## src/rtl/simple_cic_ctl.sv

```systemverilog
// Sequencer plus output FIFO for one simple_cic decimator: owns its reset and g_in, flushes and re-settles on rate change.
// Latency: a RUN-state g_out sample appears on m_valid/m_data one cycle after the pulse (no bypass path).
// Backpressure: m_ready low lets the FIFO fill; a sample arriving while full with no pop is dropped and sets sticky overrun.
//
// Ports:
//   clk, reset_n            clock, asynchronous active-low reset
//   enable                  level run request; low returns to IDLE, FIFO kept
//   cfg_rate, cfg_stb       strobe period minus one, latched on cfg_stb (restarts the flush when running)
//   clr_overrun             clears the sticky overrun flag (a same-cycle drop wins)
//   cic_reset, cic_g_in     drive the CIC reset and input gate
//   cic_g_out, cic_d_out    CIC output strobe and data
//   m_valid, m_ready, m_data  downstream valid/ready stream (FIFO head)
//   overrun, busy           status
module simple_cic_ctl #(
    parameter int DW        = 18,
    parameter int CNT_W     = 12,
    parameter int FLUSH_CYC = 4,
    parameter int SETTLE_N  = 3,
    parameter int FIFO_AW   = 2
) (
    input  logic             clk,
    input  logic             reset_n,
    input  logic             enable,
    input  logic [CNT_W-1:0] cfg_rate,
    input  logic             cfg_stb,
    input  logic             clr_overrun,
    output logic             cic_reset,
    output logic             cic_g_in,
    input  logic             cic_g_out,
    input  logic [DW-1:0]    cic_d_out,
    output logic             m_valid,
    input  logic             m_ready,
    output logic [DW-1:0]    m_data,
    output logic             overrun,
    output logic             busy
);

    localparam int         DEPTH       = 2**FIFO_AW;
    localparam logic [3:0] FLUSH_LOAD  = 4'(FLUSH_CYC - 1);
    // Only used when SETTLE_N > 0; the SETTLE_N == 0 case skips SETTLE entirely.
    localparam logic [3:0] SETTLE_LAST = 4'(SETTLE_N - 1);

    typedef enum logic [1:0] {
        ST_IDLE,
        ST_FLUSH,
        ST_SETTLE,
        ST_RUN
    } state_t;

    state_t           state_q, state_d;
    logic [CNT_W-1:0] rate_q, rate_d;
    logic [CNT_W-1:0] div_q, div_d;
    logic [3:0]       flush_q, flush_d;
    logic [3:0]       settle_q, settle_d;
    logic             flush_entry;
    logic             strobe;

    // FIFO storage and pointers; the extra MSB separates full from empty.
    logic [DW-1:0]      mem_q [DEPTH];
    logic [FIFO_AW:0]   wr_q, rd_q;
    logic [FIFO_AW-1:0] wr_idx, rd_idx;
    logic [DW-1:0]      hold_q;
    logic               overrun_q;
    logic               fifo_empty, fifo_full;
    logic               push_req, push, pop, drop;

    // ------------------------------------------------------------------
    // Sequencer
    // ------------------------------------------------------------------
    assign strobe = (div_q == '0);

    always_comb begin
        state_d     = state_q;
        rate_d      = rate_q;
        div_d       = div_q;
        flush_d     = flush_q;
        settle_d    = settle_q;
        flush_entry = 1'b0;

        // The rate is latched in every state, even when enable drops together with cfg_stb.
        if (cfg_stb) begin
            rate_d = cfg_rate;
        end

        case (state_q)
            ST_IDLE: begin
                if (enable) begin
                    flush_entry = 1'b1;
                end
            end
            ST_FLUSH: begin
                if (flush_q == '0) begin
                    // Divider starts at zero so the first SETTLE cycle strobes.
                    div_d    = '0;
                    settle_d = '0;
                    state_d  = (SETTLE_N == 0) ? ST_RUN : ST_SETTLE;
                end else begin
                    flush_d = flush_q - 1'b1;
                end
            end
            ST_SETTLE: begin
                div_d = strobe ? rate_q : div_q - 1'b1;
                if (cic_g_out) begin
                    if (settle_q == SETTLE_LAST) begin
                        state_d = ST_RUN;
                    end else begin
                        settle_d = settle_q + 1'b1;
                    end
                end
            end
            ST_RUN: begin
                div_d = strobe ? rate_q : div_q - 1'b1;
            end
            default: begin
                state_d = ST_IDLE;
            end
        endcase

        // Disable beats a reconfiguration; a reconfiguration while active restarts the flush.
        if (state_q != ST_IDLE) begin
            if (!enable) begin
                state_d = ST_IDLE;
            end else if (cfg_stb) begin
                flush_entry = 1'b1;
            end
        end

        if (flush_entry) begin
            state_d = ST_FLUSH;
            flush_d = FLUSH_LOAD;
        end
    end

    always_ff @(posedge clk or negedge reset_n) begin
        if (!reset_n) begin
            state_q  <= ST_IDLE;
            rate_q   <= '0;
            div_q    <= '0;
            flush_q  <= '0;
            settle_q <= '0;
        end else begin
            state_q  <= state_d;
            rate_q   <= rate_d;
            div_q    <= div_d;
            flush_q  <= flush_d;
            settle_q <= settle_d;
        end
    end

    // Outputs decode straight from registered state, no input-to-output paths.
    assign cic_reset = (state_q == ST_IDLE) || (state_q == ST_FLUSH);
    assign cic_g_in  = ((state_q == ST_SETTLE) || (state_q == ST_RUN)) && strobe;
    assign busy      = (state_q != ST_IDLE);

    // ------------------------------------------------------------------
    // Output FIFO
    // ------------------------------------------------------------------
    assign wr_idx     = wr_q[FIFO_AW-1:0];
    assign rd_idx     = rd_q[FIFO_AW-1:0];
    assign fifo_empty = (wr_q == rd_q);
    assign fifo_full  = (wr_q[FIFO_AW] != rd_q[FIFO_AW]) && (wr_idx == rd_idx);

    assign push_req = (state_q == ST_RUN) && cic_g_out;
    assign pop      = !fifo_empty && m_ready;
    // When full, a same-cycle pop frees the slot the push needs.
    assign push     = push_req && (!fifo_full || pop);
    assign drop     = push_req && fifo_full && !pop;

    always_ff @(posedge clk) begin
        if (push) begin
            mem_q[wr_idx] <= cic_d_out;
        end
    end

    always_ff @(posedge clk or negedge reset_n) begin
        if (!reset_n) begin
            wr_q      <= '0;
            rd_q      <= '0;
            hold_q    <= '0;
            overrun_q <= 1'b0;
        end else begin
            if (flush_entry) begin
                wr_q <= '0;
                rd_q <= '0;
            end else begin
                if (push) begin
                    wr_q <= wr_q + 1'b1;
                end
                if (pop) begin
                    rd_q <= rd_q + 1'b1;
                end
            end
            // Remember the last presented head so m_data is stable while empty.
            if (!fifo_empty) begin
                hold_q <= mem_q[rd_idx];
            end
            if (drop) begin
                overrun_q <= 1'b1;
            end else if (clr_overrun) begin
                overrun_q <= 1'b0;
            end
        end
    end

    assign m_valid = !fifo_empty;
    assign m_data  = fifo_empty ? hold_q : mem_q[rd_idx];
    assign overrun = overrun_q;

endmodule
```

## config.mk

```make
export PLATFORM = sky130hd
export DESIGN_NAME = simple_cic_ctl
export DESIGN_NICKNAME = d
export VERILOG_FILES = /design/src/rtl/simple_cic_ctl.sv
export SDC_FILE = /design/constraint.sdc
export NUM_CORES = 1
export LEC_CHECK = 0
export CORE_MARGIN = 4
export CORE_UTILIZATION = 60
export DETAILED_ROUTE_END_ITERATION = 7
export PLACE_DENSITY = 0.84
export REMOVE_ABC_BUFFERS = 1
export SYNTH_ARGS = -nofsm -noshare
export SYNTH_HDL_FRONTEND = slang
export SYNTH_SLANG_ARGS = --single-unit
```

## constraint.sdc

```tcl
create_clock -name clk -period 5.1 [get_ports clk]
set_clock_uncertainty 0.05 [all_clocks]
set_input_delay 1.02 -clock clk [delete_from_list [all_inputs] [get_ports clk]]
set_output_delay 1.02 -clock clk [all_outputs]
set_load 0.02 [all_outputs]
```

==> results.cfg <==
[global_route]
grt_max_degree = 60
grt_usage = 0.2271
grt_pass1_wl_um = 19360
antenna_found_initial = 0
first_global_vias = 3888
grt_overflow = 0

[layout]
fin_util = 0.7546
nets = 504
final_area_um2 = 7005
diodes = 0
drive_gt1_frac = 0.2134
area_growth_syn_to_layout_pct = 22.22
stdcell_count = 593

[route]
dr.pass1.iters = 5
num_vias = 3525
ant_nets = 0
wl_per_cell_um = 19.63
avgViaCountPerCell = 5.944
drcViolationCount = 0
dr.first_iter.drc_count = 170
finalWirelength_um = 11640

[status]
status = completed

[timing]
slew_headroom = 0.3204
final_max_slew_viol_count = 0
hold_slack_ns = 0.4474
setup_violations = 0
fin_ws_ns = 0.9249
fmax_ghz = 0.2395
tns_ns = 0
timing.final.crit_share = 0.8186
fin_crit_ns = 4.175
tightest_slew_ns = 1.019
rsz0062_at_grt = false
timing.final.hold_violations = 0

[min_path]
hp-class = flip-flop to flip-flop
worstHoldStart = hold_q[4]$_DFF_PN0_

[placed_design]
place_inst = 561
gp_congestion = 0.8338
dpl_cell_area_um2 = 6451
place_hpwl_um = 7197
post-place-ws_ns = 1.484
port_buffers = 59

[die]
core_um2 = 9284
die_h_um = 105.7
row_count = 35
die_w_um = 105.7
start_util = 0.6174
die-area_um2 = 11180
pin_count = 60

[clock_tree]
post-cts-setup-buffers = 0
cts_sinks = 131
insertion_delay_ns = 0.52
cts_tree = yes
root_buffer = clkbuf_8
cts_buffer_depth = 2
h-tree-depth = 4
clk_pin_slew_worst_paths_ns = 0.07
post_cts_resize_count = 0
cts_buffers = 17
hold_buffers = 0

[power]
power.leakage_nw = 2.683
p_total_mw = 3.880
p_int_mw = 2.541
combPwrFrac = 0.360
worst_ir_drop_vdd_mv = 0.4119
seqPwrFrac = 0.349
powerDensity_nw_per_um2 = 553.8
p_clk_frac = 0.291
p_sw_mw = 1.339
p_sw_frac = 0.3452

[yosys]
synth.avg_cell_area_um2 = 14.93
synthAdderAreaFrac = 0.03493
synth_compound_area_frac = 0.07531
yosys.area.top_type_share = 0.3772
synth_top_family_by_area = multiplexers
synth-seq-cells = 131
synth_flop_cell = edfxtp_1
synth_most_common_cell = edfxtp_1
synth_xor_area_frac = 0.01528
synth_enable_flop_cells = 72
ys_warn_count = 0
muxShareOfSynthArea = 0.1401
synth.distinct_cells = 64
synthArstFlopShare = 0.4504
synth.yosys.seq_area_share = 0.6348
synth_cells = 384
netlist_area_um2 = 5732
synth.area.top_cells = edfxtp_1, dfrtp_1, mux4_2
synth_largest_area_cell = edfxtp_1
synth_commonest_cells = edfxtp_1, dfrtp_1, mux2_2
synthSimpleGateAreaFrac = 0.07509

[flow_run]
cap_viol_max_count = 0

[setup_path]
required_ns = 4.03
end_kind = output pin
crit_start = wr_q[0]$_DFFE_PN0P_
crit_type = flip-flop to output pin
cp-start-kind = flip-flop
cp_slowest_cell = or3_1
r2r_start = rd_q[0]$_DFFE_PN0P_
cp.arrival_ns = 3.11
path_cells = xor2_1 > or3_1 > mux2_2 > clkdlybuf4s50_1
slowest_delay_ns = 0.82
cp_max_fo = 21
-- registers in the layout (all words and copies together), names as in the netlist --
signal	flops
overrun	1
state_q	2
div_q	12
flush_q	4
wr_q	3
mem_q	72
settle_q	4
hold_q	18
rd_q	3
rate_q	12
-- power groups by stage --
stage,combinational [mW],clock [mW],sequential (mW)
after floorplan,0.902,0,1.37
after global placement,1.35,0,1.36
after detailed placement,1.39,0,1.37
after CTS,1.41,1.15,1.35
after global routing,1.53,1.20,1.37
final,1.40,1.13,1.35
-- metal layers --
metal / vias to the layer above / global-route usage / wire length [um]
li1: 1601 / - / -
met2: 108 / 0.3875 / 6219
met3: 18 / 0.06859 / 568
met1: 1798 / 0.2694 / 4670
met4: 0 / 0.09251 / 180
met5: - / 0 / 0
-- worst paths after layout --
kind | endpoint | depth (start not counted) | slack, ns
setup / recovery | m_data[12] | 4 | 0.92
hold / removal | hold_q[4]$_DFF_PN0_ | 1 | 0.45
setup reg to reg | wr_q[2]$_DFFE_PN0P_ | 5 | 2.19
hold reg to reg | hold_q[4]$_DFF_PN0_ | 1 | 0.45
max in group asynchronous | hold_q[11]$_DFF_PN0_ | 2 | 3.89
min in group asynchronous | settle_q[3]$_DFFE_PN0P_ | 2 | 0.60
-- area by class of cell --
| cell class | count | area (um^2) |
|---|---|---|
| clock buffers | 17 | 414.1 |
| clock inverters | 15 | 140.1 |
| fillers | 561 | 2278 |
| inverters | 20 | 75.07 |
| multi-input cells | 217 | 1953 |
| flip-flops and latches | 131 | 3638 |
| well taps | 129 | 161.4 |
| repair buffers | 64 | 623.1 |
-- placed cells by master, fill, tap and decap left out, types with 4 or more instances in the layout --
| cell | synthesis | final |
|---|---|---|
| edfxtp_1 | 72 | 72 |
| o22ai_1 | 5 | 5 |
| mux2i_1 | 6 | 6 |
| nand3_1 | 8 | 8 |
| mux4_2 | 18 | 18 |
| inv_6 | 0 | 6 |
| o211ai_1 | 4 | 4 |
| mux2_2 | 30 | 30 |
| nor3_1 | 4 | 4 |
| xnor2_1 | 4 | 4 |
| buf_4 | 0 | 5 |
| inv_1 | 20 | 20 |
| xor2_1 | 6 | 6 |
| clkdlybuf4s50_1 | 0 | 58 |
| dfrtp_1 | 59 | 59 |
| and2_1 | 5 | 5 |
| nor2_1 | 14 | 14 |
| nand2_1 | 19 | 19 |
| a31oi_1 | 7 | 7 |
| ha_1 | 16 | 16 |
| clkbuf_16 | 0 | 16 |
| a21oi_1 | 6 | 6 |
| o21ai_0 | 11 | 11 |
-- cell families after synthesis --
logic type,after synthesis
simple gates,77
flops,131
mux,54
compound gates,60
fa+ha+maj,16
xor+xnor,10
buf+inv,36
-- critical path, delay by kind of cell (launching register included) --
kind,cells,cell delay (ns)
DFF,1,0.49
xor gates and xnor gates,1,0.25
buffers and inverters,1,0.55
muxes,1,0.45
and+or+nand+nor,1,0.82
(Power assumes the default switching activity.)
